$ cat config.mk
export PLATFORM = sky130hd
export DESIGN_NAME = pipe_ctrl_flat
export DESIGN_NICKNAME = d
export VERILOG_FILES = /design/src/rtl/pipe_ctrl_pkg.sv /design/src/rtl/pipe_ctrl_if.sv /design/src/rtl/pipe_ctrl_hazard.sv /design/src/rtl/pipe_ctrl.sv /design/src/flat_wrapper.sv
export SDC_FILE = /design/constraint.sdc
export NUM_CORES = 1
export LEC_CHECK = 0
export ABC_AREA = 1
export BUFFER_PORTS_ARGS = -buffer_cell sky130_fd_sc_hd__buf_2
export CAP_MARGIN = 20
export CORE_MARGIN = 2
export CORE_UTILIZATION = 56
export CTS_BUF_LIST = sky130_fd_sc_hd__clkbuf_4 sky130_fd_sc_hd__clkbuf_8
export DETAILED_ROUTE_END_ITERATION = 8
export MAX_ROUTING_LAYER = met4
export PLACE_DENSITY = 0.83
export SETUP_SLACK_MARGIN = 0.05
export SYNTH_ARGS = -nofsm -noshare
export SYNTH_HDL_FRONTEND = slang
export SYNTH_SLANG_ARGS = --single-unit
$ cat constraint.sdc
create_clock -name clk -period 2 [get_ports clk]
set_input_delay 0.3 -clock clk [delete_from_list [all_inputs] [get_ports clk]]
set_output_delay 0.3 -clock clk [all_outputs]
set_load 0.05 [all_outputs]
$ cat src/rtl/pipe_ctrl_pkg.sv
// Shared definitions for the pipeline stall/flush controller.
// Latency: n/a (types, constants and helpers only).
// Backpressure: n/a.
package pipe_ctrl_pkg;

  localparam int STATE_W           = 2;
  localparam int REG_ADDRWIDTH_DEF = 5;

  typedef enum logic [STATE_W-1:0] {
    PC_RUN     = 2'd0,
    PC_MEMWAIT = 2'd1,
    PC_REDIR   = 2'd2
  } pc_state_e;

  // Width needed to hold a wait count up to and including the timeout value.
  function automatic int wait_w(input int timeout);
    return (timeout < 2) ? 1 : $clog2(timeout + 1);
  endfunction

endpackage

$ cat src/rtl/pipe_ctrl_if.sv
// Hazard status from the pipeline stages and the stage-register controls returned to them.
// Latency: wires only.
// Backpressure: carried in-band as per-stage write enables and flushes.
interface pipe_ctrl_if import pipe_ctrl_pkg::*; #(
  parameter int REG_ADDRWIDTH = REG_ADDRWIDTH_DEF,
  parameter int CNT_W         = 32
);

  logic                     id_valid;
  logic [REG_ADDRWIDTH-1:0] id_rs1_idx;
  logic                     id_rs1_ren;
  logic [REG_ADDRWIDTH-1:0] id_rs2_idx;
  logic                     id_rs2_ren;
  logic                     ex_valid;
  logic [REG_ADDRWIDTH-1:0] ex_rd_idx;
  logic                     ex_rd_wen;
  logic                     ex_is_load;
  logic                     ex_redirect;
  logic                     trap_req;
  logic                     mem_busy;

  logic                     pc_wen;
  logic                     if_id_wen;
  logic                     id_ex_wen;
  logic                     ex_mem_wen;
  logic                     mem_wb_wen;
  logic                     if_id_flush;
  logic                     id_ex_flush;
  logic                     ex_mem_flush;
  logic                     mem_wb_flush;
  logic [STATE_W-1:0]       state;
  logic [CNT_W-1:0]         stall_cnt;
  logic                     mem_timeout;

  // Pipeline side: reports hazards, consumes controls.
  modport master (
    output id_valid, id_rs1_idx, id_rs1_ren, id_rs2_idx, id_rs2_ren,
    output ex_valid, ex_rd_idx, ex_rd_wen, ex_is_load, ex_redirect,
    output trap_req, mem_busy,
    input  pc_wen, if_id_wen, id_ex_wen, ex_mem_wen, mem_wb_wen,
    input  if_id_flush, id_ex_flush, ex_mem_flush, mem_wb_flush,
    input  state, stall_cnt, mem_timeout
  );

  // Controller side: consumes hazards, drives controls.
  modport slave (
    input  id_valid, id_rs1_idx, id_rs1_ren, id_rs2_idx, id_rs2_ren,
    input  ex_valid, ex_rd_idx, ex_rd_wen, ex_is_load, ex_redirect,
    input  trap_req, mem_busy,
    output pc_wen, if_id_wen, id_ex_wen, ex_mem_wen, mem_wb_wen,
    output if_id_flush, id_ex_flush, ex_mem_flush, mem_wb_flush,
    output state, stall_cnt, mem_timeout
  );

endinterface

$ cat src/rtl/pipe_ctrl_hazard.sv
// Load-use detector: a load in EX whose rd is a source of the instruction in ID.
// Latency: purely combinational.
// Backpressure: none; the caller turns the flag into a stall.
module hazard_detect import pipe_ctrl_pkg::*; #(
  parameter int REG_ADDRWIDTH = REG_ADDRWIDTH_DEF
) (
  input  logic                     i_id_valid,
  input  logic [REG_ADDRWIDTH-1:0] i_id_rs1_idx,
  input  logic                     i_id_rs1_ren,
  input  logic [REG_ADDRWIDTH-1:0] i_id_rs2_idx,
  input  logic                     i_id_rs2_ren,
  input  logic                     i_ex_valid,
  input  logic [REG_ADDRWIDTH-1:0] i_ex_rd_idx,
  input  logic                     i_ex_rd_wen,
  input  logic                     i_ex_is_load,
  output logic                     o_load_use
);

  logic w_ex_load_wr;
  logic w_rs1_hit;
  logic w_rs2_hit;

  // x0 is hardwired, so a load targeting it never creates a dependency.
  assign w_ex_load_wr = i_ex_valid & i_ex_is_load & i_ex_rd_wen & (i_ex_rd_idx != '0);
  assign w_rs1_hit    = i_id_rs1_ren & (i_id_rs1_idx == i_ex_rd_idx);
  assign w_rs2_hit    = i_id_rs2_ren & (i_id_rs2_idx == i_ex_rd_idx);
  assign o_load_use   = i_id_valid & w_ex_load_wr & (w_rs1_hit | w_rs2_hit);

endmodule

$ cat src/rtl/pipe_ctrl.sv
// Stall/flush controller for the five-stage pipeline: PC and four stage registers.
// Latency: controls are combinational from state and inputs; state and counters update next edge.
// Backpressure: holds the front end via write enables on LSU waits and load-use; never stalled itself.
module pipe_ctrl import pipe_ctrl_pkg::*; #(
  parameter int REG_ADDRWIDTH = REG_ADDRWIDTH_DEF,
  parameter int MEM_TIMEOUT   = 255,
  parameter int CNT_W         = 32
) (
  input  logic      clk,
  input  logic      rst,
  pipe_ctrl_if.slave bus
);

  localparam int                WAIT_W      = wait_w(MEM_TIMEOUT);
  localparam logic [WAIT_W-1:0] TIMEOUT_VAL = WAIT_W'(MEM_TIMEOUT);

  pc_state_e         r_state;
  pc_state_e         w_state_nxt;
  logic [CNT_W-1:0]  r_stall_cnt;
  logic [WAIT_W-1:0] r_wait_cnt;
  logic [WAIT_W-1:0] w_wait_nxt;
  logic              r_mem_timeout;
  logic              w_load_use;
  logic              w_hold;
  logic              w_pc_wen;
  logic              w_if_id_wen;
  logic              w_id_ex_wen;
  logic              w_ex_mem_wen;
  logic              w_mem_wb_wen;
  logic              w_if_id_flush;
  logic              w_id_ex_flush;
  logic              w_ex_mem_flush;
  logic              w_mem_wb_flush;

  hazard_detect #(.REG_ADDRWIDTH(REG_ADDRWIDTH)) u_hazard (
    .i_id_valid   (bus.id_valid),
    .i_id_rs1_idx (bus.id_rs1_idx),
    .i_id_rs1_ren (bus.id_rs1_ren),
    .i_id_rs2_idx (bus.id_rs2_idx),
    .i_id_rs2_ren (bus.id_rs2_ren),
    .i_ex_valid   (bus.ex_valid),
    .i_ex_rd_idx  (bus.ex_rd_idx),
    .i_ex_rd_wen  (bus.ex_rd_wen),
    .i_ex_is_load (bus.ex_is_load),
    .o_load_use   (w_load_use)
  );

  // Pick the highest-priority event this cycle and derive every stage control from it.
  always_comb begin
    w_pc_wen       = 1'b1;
    w_if_id_wen    = 1'b1;
    w_id_ex_wen    = 1'b1;
    w_ex_mem_wen   = 1'b1;
    w_mem_wb_wen   = 1'b1;
    w_if_id_flush  = 1'b0;
    w_id_ex_flush  = 1'b0;
    w_ex_mem_flush = 1'b0;
    w_mem_wb_flush = 1'b0;
    w_state_nxt    = PC_RUN;
    w_hold         = 1'b0;
    if (!rst) begin
      w_pc_wen       = 1'b0;
      w_if_id_wen    = 1'b0;
      w_id_ex_wen    = 1'b0;
      w_ex_mem_wen   = 1'b0;
      w_mem_wb_wen   = 1'b0;
      w_if_id_flush  = 1'b1;
      w_id_ex_flush  = 1'b1;
      w_ex_mem_flush = 1'b1;
      w_mem_wb_flush = 1'b1;
    end else begin
      if (bus.trap_req) begin
        // Trap commits from MEM: everything younger is discarded, MEM result retires.
        w_if_id_flush  = 1'b1;
        w_id_ex_flush  = 1'b1;
        w_ex_mem_flush = 1'b1;
        w_state_nxt    = PC_REDIR;
      end else if (bus.mem_busy) begin
        w_pc_wen       = 1'b0;
        w_if_id_wen    = 1'b0;
        w_id_ex_wen    = 1'b0;
        w_ex_mem_wen   = 1'b0;
        w_mem_wb_flush = 1'b1;
        w_state_nxt    = PC_MEMWAIT;
        w_hold         = 1'b1;
      end else if (bus.ex_redirect) begin
        w_if_id_flush  = 1'b1;
        w_id_ex_flush  = 1'b1;
        w_state_nxt    = PC_REDIR;
      end else if (w_load_use) begin
        w_pc_wen       = 1'b0;
        w_if_id_wen    = 1'b0;
        w_id_ex_flush  = 1'b1;
      end
      // The I-memory's one-cycle latency leaves a wrong-path fetch in IF after a redirect.
      if (r_state == PC_REDIR) begin
        w_if_id_flush = 1'b1;
      end
    end
  end

  // Consecutive held cycles: continue counting in MEMWAIT, restart at one on entry.
  always_comb begin
    w_wait_nxt = WAIT_W'(1);
    if (r_state == PC_MEMWAIT) begin
      w_wait_nxt = (r_wait_cnt < TIMEOUT_VAL) ? r_wait_cnt + WAIT_W'(1) : r_wait_cnt;
    end
  end

  // FSM state, stall performance counter and sticky LSU timeout.
  always_ff @(posedge clk) begin
    if (!rst) begin
      r_state       <= PC_RUN;
      r_stall_cnt   <= '0;
      r_wait_cnt    <= '0;
      r_mem_timeout <= 1'b0;
    end else begin
      r_state <= w_state_nxt;
      if (!w_pc_wen && (r_stall_cnt != '1)) begin
        r_stall_cnt <= r_stall_cnt + CNT_W'(1);
      end
      if (w_hold) begin
        r_wait_cnt <= w_wait_nxt;
        if (w_wait_nxt == TIMEOUT_VAL) begin
          r_mem_timeout <= 1'b1;
        end
      end
    end
  end

  assign bus.pc_wen       = w_pc_wen;
  assign bus.if_id_wen    = w_if_id_wen;
  assign bus.id_ex_wen    = w_id_ex_wen;
  assign bus.ex_mem_wen   = w_ex_mem_wen;
  assign bus.mem_wb_wen   = w_mem_wb_wen;
  assign bus.if_id_flush  = w_if_id_flush;
  assign bus.id_ex_flush  = w_id_ex_flush;
  assign bus.ex_mem_flush = w_ex_mem_flush;
  assign bus.mem_wb_flush = w_mem_wb_flush;
  assign bus.state        = r_state;
  assign bus.stall_cnt    = r_stall_cnt;
  assign bus.mem_timeout  = r_mem_timeout;

endmodule
$ cat src/flat_wrapper.sv
// flat-port wrapper written by rule: the top's interface ports become plain ports
module pipe_ctrl_flat import pipe_ctrl_pkg::*;
#(
  parameter int REG_ADDRWIDTH = REG_ADDRWIDTH_DEF,
  parameter int MEM_TIMEOUT   = 255,
  parameter int CNT_W         = 32
)
  (clk, rst, bus_id_valid, bus_id_rs1_idx, bus_id_rs1_ren, bus_id_rs2_idx, bus_id_rs2_ren, bus_ex_valid, bus_ex_rd_idx, bus_ex_rd_wen, bus_ex_is_load, bus_ex_redirect, bus_trap_req, bus_mem_busy, bus_pc_wen, bus_if_id_wen, bus_id_ex_wen, bus_ex_mem_wen, bus_mem_wb_wen, bus_if_id_flush, bus_id_ex_flush, bus_ex_mem_flush, bus_mem_wb_flush, bus_state, bus_stall_cnt, bus_mem_timeout);
  pipe_ctrl_if #(.REG_ADDRWIDTH(REG_ADDRWIDTH), .CNT_W(CNT_W)) bus_i ();
  input  logic clk;
  input  logic rst;
  input wire logic [$bits(bus_i.id_valid)-1:0] bus_id_valid;
  input wire logic [$bits(bus_i.id_rs1_idx)-1:0] bus_id_rs1_idx;
  input wire logic [$bits(bus_i.id_rs1_ren)-1:0] bus_id_rs1_ren;
  input wire logic [$bits(bus_i.id_rs2_idx)-1:0] bus_id_rs2_idx;
  input wire logic [$bits(bus_i.id_rs2_ren)-1:0] bus_id_rs2_ren;
  input wire logic [$bits(bus_i.ex_valid)-1:0] bus_ex_valid;
  input wire logic [$bits(bus_i.ex_rd_idx)-1:0] bus_ex_rd_idx;
  input wire logic [$bits(bus_i.ex_rd_wen)-1:0] bus_ex_rd_wen;
  input wire logic [$bits(bus_i.ex_is_load)-1:0] bus_ex_is_load;
  input wire logic [$bits(bus_i.ex_redirect)-1:0] bus_ex_redirect;
  input wire logic [$bits(bus_i.trap_req)-1:0] bus_trap_req;
  input wire logic [$bits(bus_i.mem_busy)-1:0] bus_mem_busy;
  output wire logic [$bits(bus_i.pc_wen)-1:0] bus_pc_wen;
  output wire logic [$bits(bus_i.if_id_wen)-1:0] bus_if_id_wen;
  output wire logic [$bits(bus_i.id_ex_wen)-1:0] bus_id_ex_wen;
  output wire logic [$bits(bus_i.ex_mem_wen)-1:0] bus_ex_mem_wen;
  output wire logic [$bits(bus_i.mem_wb_wen)-1:0] bus_mem_wb_wen;
  output wire logic [$bits(bus_i.if_id_flush)-1:0] bus_if_id_flush;
  output wire logic [$bits(bus_i.id_ex_flush)-1:0] bus_id_ex_flush;
  output wire logic [$bits(bus_i.ex_mem_flush)-1:0] bus_ex_mem_flush;
  output wire logic [$bits(bus_i.mem_wb_flush)-1:0] bus_mem_wb_flush;
  output wire logic [$bits(bus_i.state)-1:0] bus_state;
  output wire logic [$bits(bus_i.stall_cnt)-1:0] bus_stall_cnt;
  output wire logic [$bits(bus_i.mem_timeout)-1:0] bus_mem_timeout;
  assign bus_i.id_valid = bus_id_valid;
  assign bus_i.id_rs1_idx = bus_id_rs1_idx;
  assign bus_i.id_rs1_ren = bus_id_rs1_ren;
  assign bus_i.id_rs2_idx = bus_id_rs2_idx;
  assign bus_i.id_rs2_ren = bus_id_rs2_ren;
  assign bus_i.ex_valid = bus_ex_valid;
  assign bus_i.ex_rd_idx = bus_ex_rd_idx;
  assign bus_i.ex_rd_wen = bus_ex_rd_wen;
  assign bus_i.ex_is_load = bus_ex_is_load;
  assign bus_i.ex_redirect = bus_ex_redirect;
  assign bus_i.trap_req = bus_trap_req;
  assign bus_i.mem_busy = bus_mem_busy;
  assign bus_pc_wen = bus_i.pc_wen;
  assign bus_if_id_wen = bus_i.if_id_wen;
  assign bus_id_ex_wen = bus_i.id_ex_wen;
  assign bus_ex_mem_wen = bus_i.ex_mem_wen;
  assign bus_mem_wb_wen = bus_i.mem_wb_wen;
  assign bus_if_id_flush = bus_i.if_id_flush;
  assign bus_id_ex_flush = bus_i.id_ex_flush;
  assign bus_ex_mem_flush = bus_i.ex_mem_flush;
  assign bus_mem_wb_flush = bus_i.mem_wb_flush;
  assign bus_state = bus_i.state;
  assign bus_stall_cnt = bus_i.stall_cnt;
  assign bus_mem_timeout = bus_i.mem_timeout;
  pipe_ctrl #(.REG_ADDRWIDTH(REG_ADDRWIDTH), .MEM_TIMEOUT(MEM_TIMEOUT), .CNT_W(CNT_W)) u_core (.clk(clk), .rst(rst), .bus(bus_i));
endmodule
==> metrics.md, run 1 <==
| Metric | Value |
|---|---|
| Outcome | complete, no violations |
| Via density | 5.47 |
| Setup ws final | 0.186 ns |
| Routed Wire Length | 8.29 mm |
| CP max FO | 6 |
| Gr ovfl total | 0 |
| Final Setup Violations | 0 |
| Top-area cell type share of the netlist area | 28.5% |
| Routability cong. | 1.06 |
| Slew HR | 74.3% |
| Antenna diode count | 0 |
| Starting Density | 58.5% |
| Slowest CP cell | dfxtp_1 |
| RSZ-0062 raised after global routing | yes |
| Share of layout cells above drive strength 1 | 18.4% |
| Drt drc | 0 |
| Largest net degree at the start of global routing | 37 |
| Die Y | 77.5 µm |
| Logic pwr share | 15.2% |
| Fraction of registers with async set/reset | 0% |
| Fin crit share | 90.7% |
| Switching Power | 0.487 mW |
| CP Cell Sequence | ha_1 > nand3_1 > inv_1 > nand2_1 > or2_2 > nand4_1 > nor2_1 > nand3_1 > a21oi_1 |
| Final Max Tran Viols | 0 |
| Top Ports | 70 |
| Internal | 1.21 mW |
| Design area | 3540 µm² |
| Worst-path clk slew | 0.08 ns |
| Max stage delay on crit path | 0.40 ns |
| Number of global-route vias before repair | 3031 |
| Area leader, netlist | dfxtp_1 |
| CP endpoint kind | register |
| Filler cells | 483 |
| Seq pwr share | 51.6% |
| Pwr Density | 479 nW/µm² |
| Avg Inst Size Synth | 5.98 µm² |
| Worst EP required | 2.18 ns |
| Wire per inst | 12.8 µm |
| Antenna violations before repair | 0 |
| Max Freq | 551 MHz |
| Synth-to-Final Area Change | 17.2% |
| Root buf cell | clkbuf_8 |
| CTS Sinks | 43 |
| # nets final | 603 |
| Critical path's most frequent cell | nand3_1 |
| Cts hold-fix bufs | 0 |
| Pwr Total | 1.70 mW |
| Largest delay share family, worst path | simple AND/OR/NAND/NOR gates |
| Place WS | 0.236 ns |
| Final hold slack | 0.283 ns |
| Most instantiated cells after synthesis | nand2_1 (185), nor2_1 (73), dfxtp_1 (43) |
| Number of synthesized flops with an enable pin | 0 |
| DR iter-0 viols | 322 |
| Syn nets | 534 |
| WP data arrival | 1.99 ns |
| Synthesis Warnings | 0 |
| Total global routing track utilization | 29.3% |
| Final Critical Period | 1.81 ns |
| Switching part of the total | 28.7% |
| Leakage dissipation | 1.57 nW |
| Dpl cells | 638 |
| Latest clock arrival within the worst-skew pair | 0.30 ns |
| Final Hold Violating Endpoints | 0 |
| Vias after detailed routing | 3532 |
| Critical path buffer and inverter count | 1 |
| Netlist cell types | 28 |
| Die Wd | 77.5 µm |
| Sequential-to-total area share from yosys stat | 28.5% |
| Num CTS Buffers | 5 |
| Setup Buffers After CTS | 0 |
| Core Region | 5170 µm² |
| Cts repair resizes | 0 |
| Clock network power share | 33.2% |
| Top_reg_cell synth | dfxtp_1 |
| Flops & latches, synth | 43 |
| Rows | 26 |
| Kind of critical path | reg -> reg |
| Drt pass-1 iters | 6 |
| Post-Syn Instances | 506 |
| I/O Buffers | 69 |
| Max H-tree Level | 2 |
| Fin cells | 646 |
| Final Util | 68.5% |
| Synthesized area | 3030 µm² |
| Worst-case clock skew | 0.00486 ns |
| Final antenna-violating net count | 0 |
| Slew @ Worst Pin | 0.384 ns |
| Die area | 6010 µm² |
| Most frequent cell after synthesis | nand2_1 |
| Area contributors post-synth | dfxtp_1 (28%), nand2_1 (23%), nor2_1 (9.1%) |
| Clk buf depth | 2 |
| CP Launch Type | register |
| Post-DP HPWL | 6.33 mm |
| CTS tree | yes |
| Max-Cap Viols | 0 |
| Hold Path Class | in -> reg |
| First-pass GRT wire length | 14.1 mm |
| Setup TNS | 0 ns |
| Dpl cell area | 3450 µm² |
| Maximum VDD drop | 0.234 mV |
## power groups by stage
stage	combinational (mW)	clock, mW	sequential (mW)
floorplan	0.166	0	0.916
detailed placement	0.256	0	0.895
global route	0.284	0.612	0.877
global placement	0.252	0	0.895
finish	0.258	0.563	0.876
CTS	0.256	0.581	0.875
## final timing paths
| kind | from | to | slack [ns] | depth (start not counted) |
|---|---|---|---|---|
| setup / recovery | u_core.r_wait_cnt[1]$_SDFFE_PN0P_ | u_core.bus.mem_timeout$_SDFFE_PN0P_ | 0.19 | 9 |
| hold / removal | bus_trap_req | u_core.bus.state[1]$_SDFF_PN0_ | 0.28 | 3 |
| setup reg to reg | u_core.r_wait_cnt[1]$_SDFFE_PN0P_ | u_core.bus.mem_timeout$_SDFFE_PN0P_ | 0.19 | 9 |
| hold reg to reg | u_core.bus.mem_timeout$_SDFFE_PN0P_ | u_core.bus.mem_timeout$_SDFFE_PN0P_ | 0.48 | 2 |
## cell families after synthesis
logic type | after synthesis | synth area share [%]
simple gates | 334 | 48.2
fa+ha+maj | 2 | 0.827
compound gates | 48 | 8.52
buf+inv | 62 | 9.06
xor+xnor | 17 | 4.92
flops | 43 | 28.5
## worst min-delay path: cells and delay by family
| family | cells | cell delay (ns) |
|---|---|---|
| AO/OA/AOI/OAI | 1 | 0.10 |
| buffers and inverters | 2 | 0.15 |
## layout make-up
cell class,instances,area (µm²),area share [%]
multi-input combinational,401,1900,53.5
sequential,43,863,24.4
timing repair buffer,83,454,12.8
inverter,41,154,4.34
tap,70,87.6,2.47
clock buffer,7,83.8,2.36
clock inverter,1,5.00,0.141
## routing by layer
layer  global-route usage, %  part of all wire [%]  vias up
met4                    8.21                   1.1        0
met3                    3.49                   7.2       10
met2                    45.7                    46      146
met1                    40.2                    46     1599
li1                        -                     -     1777
met5                       -                     0        -
## state kept, by name, summed over array words and instances, names as in the netlist
register	cells
u_core.bus.state	2
u_core.bus.mem_timeout	1
u_core.r_wait_cnt	8
u_core.bus.stall_cnt	32
## cells in the final DEF (no fill, tap or decap), types with 2 or more instances in the layout
| master | netlist | final |
|---|---|---|
| o31ai_1 | 2 | 2 |
| xor2_1 | 11 | 11 |
| dfxtp_1 | 43 | 41 |
| o21ai_1 | 1 | 2 |
| nor2_1 | 73 | 73 |
| nand4_1 | 38 | 38 |
| nand3b_1 | 15 | 15 |
| clkbuf_8 | 0 | 5 |
| nand3_2 | 3 | 3 |
| buf_2 | 6 | 69 |
| inv_2 | 4 | 5 |
| o21ai_0 | 7 | 5 |
| nand2_1 | 185 | 184 |
| a21oi_1 | 35 | 35 |
| xnor2_1 | 6 | 6 |
| nor3_1 | 2 | 2 |
| clkbuf_4 | 0 | 2 |
| nand3_1 | 14 | 14 |
| a32o_1 | 2 | 2 |
| dfxtp_2 | 0 | 2 |
| ha_1 | 2 | 2 |
| inv_1 | 36 | 35 |
| nand2_2 | 1 | 2 |
| buf_4 | 3 | 13 |
Note: power is estimated with default switching activity, not from simulation.
==> run 2, diff against run 1 <==
--- a/config.mk
+++ b/config.mk
@@ -9,11 +9,12 @@
 export BUFFER_PORTS_ARGS = -buffer_cell sky130_fd_sc_hd__buf_2
 export CAP_MARGIN = 20
 export CORE_MARGIN = 2
-export CORE_UTILIZATION = 56
+export CORE_UTILIZATION = 60
 export CTS_BUF_LIST = sky130_fd_sc_hd__clkbuf_4 sky130_fd_sc_hd__clkbuf_8
 export DETAILED_ROUTE_END_ITERATION = 8
 export MAX_ROUTING_LAYER = met4
-export PLACE_DENSITY = 0.83
+export PLACE_DENSITY_LB_ADDON = 0.1
+export RECOVER_POWER = 50
 export SETUP_SLACK_MARGIN = 0.05
 export SYNTH_ARGS = -nofsm -noshare
 export SYNTH_HDL_FRONTEND = slang
==> constraint.sdc (replaced) <==
create_clock -name clk -period 2.22 [get_ports clk]
set_input_delay 0.333 -clock clk [delete_from_list [all_inputs] [get_ports clk]]
set_output_delay 0.333 -clock clk [all_outputs]
set_load 0.05 [all_outputs]
==> run 2 against run 1 <==
Clock skew rose by 0.0044 ns. Power fell by 11%. Fmax fell by 2.7%. Critical endpoint is now u_core.bus.stall_cnt[31]$_SDFFE_PN0P_. Largest power group unchanged. Global-route usage up 3.8 points. Combinational power fell by 8.9%. Register-to-register slack gained 0.17 ns.
==> metrics.md, run 2 (same netlist as run 1, synthesis figures left out) <==
| Metric | Value |
|---|---|
| Rows | 25 |
| Largest net degree at the start of global routing | 37 |
| Total global routing track utilization | 33.1% |
| Slowest CP cell | dfxtp_1 |
| Routability cong. | 0.962 |
| Max reg flops | 32 |
| Max Freq | 536 MHz |
| Vias after detailed routing | 3533 |
| CP endpoint kind | register |
| Outcome | complete, no violations |
| Cts repair resizes | 0 |
| Worst EP required | 2.45 ns |
| First-pass GRT wire length | 14.0 mm |
| Routed Wire Length | 8.49 mm |
| Max-Cap Viols | 0 |
| RSZ-0062 raised after global routing | no |
| Leading cell type in the layout, fill and taps excluded | nand2_1 |
| # nets final | 599 |
| Top Ports | 70 |
| Place WS | 0.434 ns |
| Slew HR | 59.5% |
| Drt pass-1 iters | 6 |
| Max H-tree Level | 2 |
| Gr ovfl total | 0 |
| Antenna violations before repair | 0 |
| Drt drc | 0 |
| Register area | 861 µm² |
| DR iter-0 viols | 338 |
| Fin crit share | 84.0% |
| Num CTS Buffers | 5 |
| Wire per inst | 13.3 µm |
| Hold Path Class | in -> reg |
| Synth-to-Final Area Change | 13.9% |
| Post-DP HPWL | 6.39 mm |
| CTS tree | yes |
| Slew @ Worst Pin | 0.609 ns |
| Core Region | 4790 µm² |
| Latest clock arrival within the worst-skew pair | 0.30 ns |
| Pwr Density | 436 nW/µm² |
| Multi-input logic area | 1890 µm² |
| CP Cell Sequence | nand3_1 > inv_1 > nand2_1 > nor2_1 > nand3b_1 > nand2_1 > nand4_1 > a21oi_1 |
| Root buf cell | clkbuf_8 |
| Number of global-route vias before repair | 2954 |
| Via density | 5.55 |
| Final Util | 72.0% |
| Die Wd | 75.0 µm |
| Final Max Tran Viols | 0 |
| Max stage delay on crit path | 0.51 ns |
| CP Launch Type | register |
| Starting Density | 63.2% |
| CTS Sinks | 43 |
| Leakage dissipation | 1.37 nW |
| Most frequent cells in the layout | nand2_1 (185), nor2_1 (73), dfxtp_1 (43) |
| Cts hold-fix bufs | 0 |
| Final Critical Period | 1.86 ns |
| Share of layout cells above drive strength 1 | 9.47% |
| Worst-case clock skew | 0.00928 ns |
| Final antenna-violating net count | 0 |
| Maximum VDD drop | 0.348 mV |
| Filler cells | 441 |
| Die Y | 75.0 µm |
| I/O Buffers | 69 |
| Clk buf depth | 2 |
| WP data arrival | 2.10 ns |
| CP max FO | 8 |
| Setup ws final | 0.356 ns |
| Critical path's most frequent cell | nand2_1 |
| Setup Buffers After CTS | 0 |
| Worst-path clk slew | 0.08 ns |
| Die area | 5630 µm² |
| Antenna diode count | 0 |
| Final Setup Violations | 0 |
| Kind of critical path | reg -> reg |
| Setup TNS | 0 ns |
| Final Hold Violating Endpoints | 0 |
==> run 2: cell count changes in the layout (fill, tap and decap cells not counted), sizes merged <==
cell | previous run | this run
clkinv | 2 | 1
buf | 83 | 38
clkbuf | 7 | 47
==> run 2: critical path: cells and delay by family, from the launching register on <==
family	cells	cell delay, ns
buf+inv	1	0.14
flops	1	0.51
simple gates	6	1.00
compound gates	1	0.15
==> run 2: per-layer routing <==
layer	wire, µm	up-vias	global-route usage [%]
li1	-	1772	-
met1	3900	1560	47.9
met2	3660	186	47.2
met3	761	15	5.22
met4	158	0	9.92
met5	0	-	-
==> run 2: final timing paths <==
check	cells past startpoint	to	slack (ns)	start
worst min-delay path	4	u_core.r_wait_cnt[6]$_SDFFE_PN0P_	0.45	bus_mem_busy
worst max register to register	8	u_core.bus.stall_cnt[31]$_SDFFE_PN0P_	0.36	u_core.bus.stall_cnt[2]$_SDFFE_PN0P_
worst max-delay path	8	u_core.bus.stall_cnt[31]$_SDFFE_PN0P_	0.36	u_core.bus.stall_cnt[2]$_SDFFE_PN0P_
worst min register to register	2	u_core.bus.mem_timeout$_SDFFE_PN0P_	0.46	u_core.bus.mem_timeout$_SDFFE_PN0P_
==> run 2: cell type report <==
class,instances,share of cell area (%)
clock buffer,6,2.21
inverter,41,4.46
multi-input combinational,401,54.8
sequential,43,25.0
tap,67,2.43
timing repair buffer,79,11.1
==> run 2: metrics by stage <==
stage | area [µm²] | cells | hold WS [ns] | total power, mW
2_1_floorplan | 3030 | 506 | 0.484 | 0.973
3_3_place_gp | 3430 | 631 | 0.434 | 1.04
3_5_place_dp | 3430 | 631 | 0.457 | 1.04
4_1_cts | 3500 | 637 | 0.361 | 1.51
5_1_grt | 3450 | 637 | 0.466 | 1.55
6_report | 3450 | 637 | 0.447 | 1.50
==> run 2: report_power, final <==
part | total [mW] | internal, mW | switching [mW]
registers | 0.787 | 0.778 | 0.00906
logic | 0.235 | 0.0637 | 0.171
clock network | 0.481 | 0.222 | 0.259
==> run 3, diff against run 2 <==
--- a/config.mk
+++ b/config.mk
@@ -9,7 +9,7 @@
 export BUFFER_PORTS_ARGS = -buffer_cell sky130_fd_sc_hd__buf_2
 export CAP_MARGIN = 20
 export CORE_MARGIN = 2
-export CORE_UTILIZATION = 60
+export CORE_UTILIZATION = 51
 export CTS_BUF_LIST = sky130_fd_sc_hd__clkbuf_4 sky130_fd_sc_hd__clkbuf_8
 export DETAILED_ROUTE_END_ITERATION = 8
 export MAX_ROUTING_LAYER = met4
==> constraint.sdc (replaced) <==
create_clock -name clk -period 1.7 [get_ports clk]
set_input_delay 0.255 -clock clk [delete_from_list [all_inputs] [get_ports clk]]
set_output_delay 0.255 -clock clk [all_outputs]
set_load 0.05 [all_outputs]
==> run 3 against run 2 <==
Setup slack got worse by 0.29 ns. Largest cell class unchanged. Sequential power is 31% higher. Utilization fell by 3.3 points. Global-route usage shrank 3.2 points. Critical path depth up 2. Cell area is 16% higher. Critical path type unchanged. Clock skew decreased by 0.0030 ns.
==> metrics.md, run 3 (same netlist as run 1, synthesis figures left out) <==
| Metric | Value |
|---|---|
| Clk buf depth | 2 |
| Internal | 1.49 mW |
| Hold endpoint | u_core.bus.state[1]$_SDFF_PN0_ |
| Final antenna-violating net count | 0 |
| Gr ovfl total | 0 |
| Drt drc | 0 |
| Reg2Reg Depth | 10 |
| DR iter-0 viols | 182 |
| Kind of critical path | reg -> reg |
| Die Y | 81.0 µm |
| Total global routing track utilization | 29.8% |
| Root buf cell | clkbuf_8 |
| Drt pass-1 iters | 4 |
| Reg2reg end | u_core.bus.stall_cnt[9]$_SDFFE_PN0P_ |
| CP max FO | 11 |
| Antenna violations before repair | 0 |
| Logic pwr share | 18.2% |
| Starting Density | 52.0% |
| CP endpoint kind | register |
| Cts hold-fix bufs | 0 |
| Seq pwr share | 48.8% |
| Maximum VDD drop | 0.537 mV |
| Final Critical Period | 1.64 ns |
| Worst-path clk slew | 0.08 ns |
| First-pass GRT wire length | 14.9 mm |
| Wire per inst | 13.9 µm |
| Hold path cells | 3 |
| I/O Buffers | 69 |
| Outcome | complete, no violations |
| Worst-case clock skew | 0.00630 ns |
| Largest net degree at the start of global routing | 37 |
| Final Max Tran Viols | 0 |
| Share of layout cells above drive strength 1 | 29.8% |
| Final Hold Violating Endpoints | 0 |
| Num CTS Buffers | 5 |
| Post-DP HPWL | 7.16 mm |
| Rows | 28 |
| CP Launch Type | register |
| Final hold slack | 0.301 ns |
| Switching part of the total | 29.2% |
| # nets final | 631 |
| Slew @ Worst Pin | 0.598 ns |
| Final Setup Violations | 0 |
| Clock network power share | 33.0% |
| Vias after detailed routing | 3635 |
| RSZ-0062 raised after global routing | yes |
| Via density | 5.35 |
| Final Util | 68.8% |
| Max Freq | 611 MHz |
| Hold Path Class | in -> reg |
| Fin crit share | 96.3% |
| FF-to-FF setup slack | 0.06 ns |
| Latest clock arrival within the worst-skew pair | 0.29 ns |
| Routability cong. | 0.961 |
| Antenna diode count | 0 |
| Core Region | 5820 µm² |
| Die Wd | 81.0 µm |
| Pwr Total | 2.10 mW |
| Max H-tree Level | 2 |
| Top Ports | 70 |
| CTS Sinks | 43 |
| Most frequent cells in the layout | nand2_1 (172), nor2_1 (63), buf_2 (59) |
| Leakage dissipation | 1.75 nW |
| Synth-to-Final Area Change | 32.2% |
| WP data arrival | 1.85 ns |
| Max reg flops | 32 |
| Worst EP required | 1.91 ns |
| Worst r2r src | u_core.bus.stall_cnt[1]$_SDFFE_PN0P_ |
| Max-Cap Viols | 0 |
| CTS tree | yes |
| Pwr Density | 526 nW/µm² |
| Routed Wire Length | 9.47 mm |
| Hold wc startpoint | bus_trap_req |
| Die area | 6560 µm² |
| Switching Power | 0.614 mW |
| Slew HR | 60.3% |
| Leading cell type in the layout, fill and taps excluded | nand2_1 |
| Number of global-route vias before repair | 3180 |
## run 3: cell types whose count changed in the layout (fill, tap and decap cells not counted), sizes merged
cell,change
inv,-1
buf,+66
clkinvlp,+1
clkbuf,-33
clkinv,+1
## run 3: how the worst max path moves through the flow
stage,end,depth (start not counted),slack (ns),startpoint
global route,u_core.bus.stall_cnt[15]$_SDFFE_PN0P_,8,-0.05,u_core.bus.stall_cnt[6]$_SDFFE_PN0P_
floorplan,u_core.bus.stall_cnt[29]$_SDFFE_PN0P_,11,-0.03,u_core.bus.stall_cnt[0]$_SDFFE_PN0P_
global placement,u_core.bus.stall_cnt[19]$_SDFFE_PN0P_,13,0.03,bus_ex_rd_idx[1]
finish,u_core.bus.stall_cnt[9]$_SDFFE_PN0P_,10,0.06,u_core.bus.stall_cnt[1]$_SDFFE_PN0P_
CTS,bus_if_id_wen,11,0.01,bus_ex_rd_idx[3]
detailed placement,u_core.bus.stall_cnt[5]$_SDFFE_PN0P_,13,-0.0002,bus_ex_rd_idx[2]
## run 3: final cells by class
cell class	count	area (µm²)
Multi-Input combinational cell	401	2020
Tap cell	75	93.8
Inverter	41	158
Timing Repair Buffer	111	737
Fill cell	533	1820
Clock inverter	1	5.00
Clock buffer	7	90.1
Sequential cell	43	891
## run 3: power by group through the flow
stage	clock network (mW)	logic, mW	registers (mW)
after floorplan	0	0.207	1.08
after global placement	0	0.343	1.05
after detailed placement	0	0.348	1.05
after CTS	0.711	0.350	1.03
after global routing	0.744	0.412	1.03
final	0.694	0.383	1.03
## run 3: repair_timing
item | CTS | global route
gates cloned | 0 | 1
resized for setup | 0 | 42
pin swaps | 0 | 8
setup buffers | 0 | 1
endpoints found under the setup margin | 2 | 37
hold endpoints to repair | 0 | 0
## run 3: stage by stage
step                setup WS (ns)  cell area (µm²)  std cells  setup TNS (ns)
floorplan                 -0.0299             3130        506          -0.748
global placement           0.0304             3760        669               0
detailed placement      -0.000196             3760        669       -0.000196
CTS                        0.0134             3850        677               0
global route              -0.0453             4000        679          -0.285
finish                     0.0635             4000        679               0
## run 3: worst max-delay path: stages, from the launching register on
cell and delay (ns):
dfxtp_4 0.38, ha_4 0.17, nand3_4 0.08, nor2_4 0.09
nand4_1 0.08, nor2_1 0.14, nand3_2 0.12, nand3_4 0.14
clkbuf_16 0.18, nand2_1 0.06, a21oi_1 0.12
## run 3: metal layers
metal	share of wire, %	global-route usage [%]	up-vias
met5	0	-	-
met4	0.27	3.56	0
met3	7.0	4.33	2
met2	45	46.9	124
met1	47	41.9	1673
li1	-	-	1836
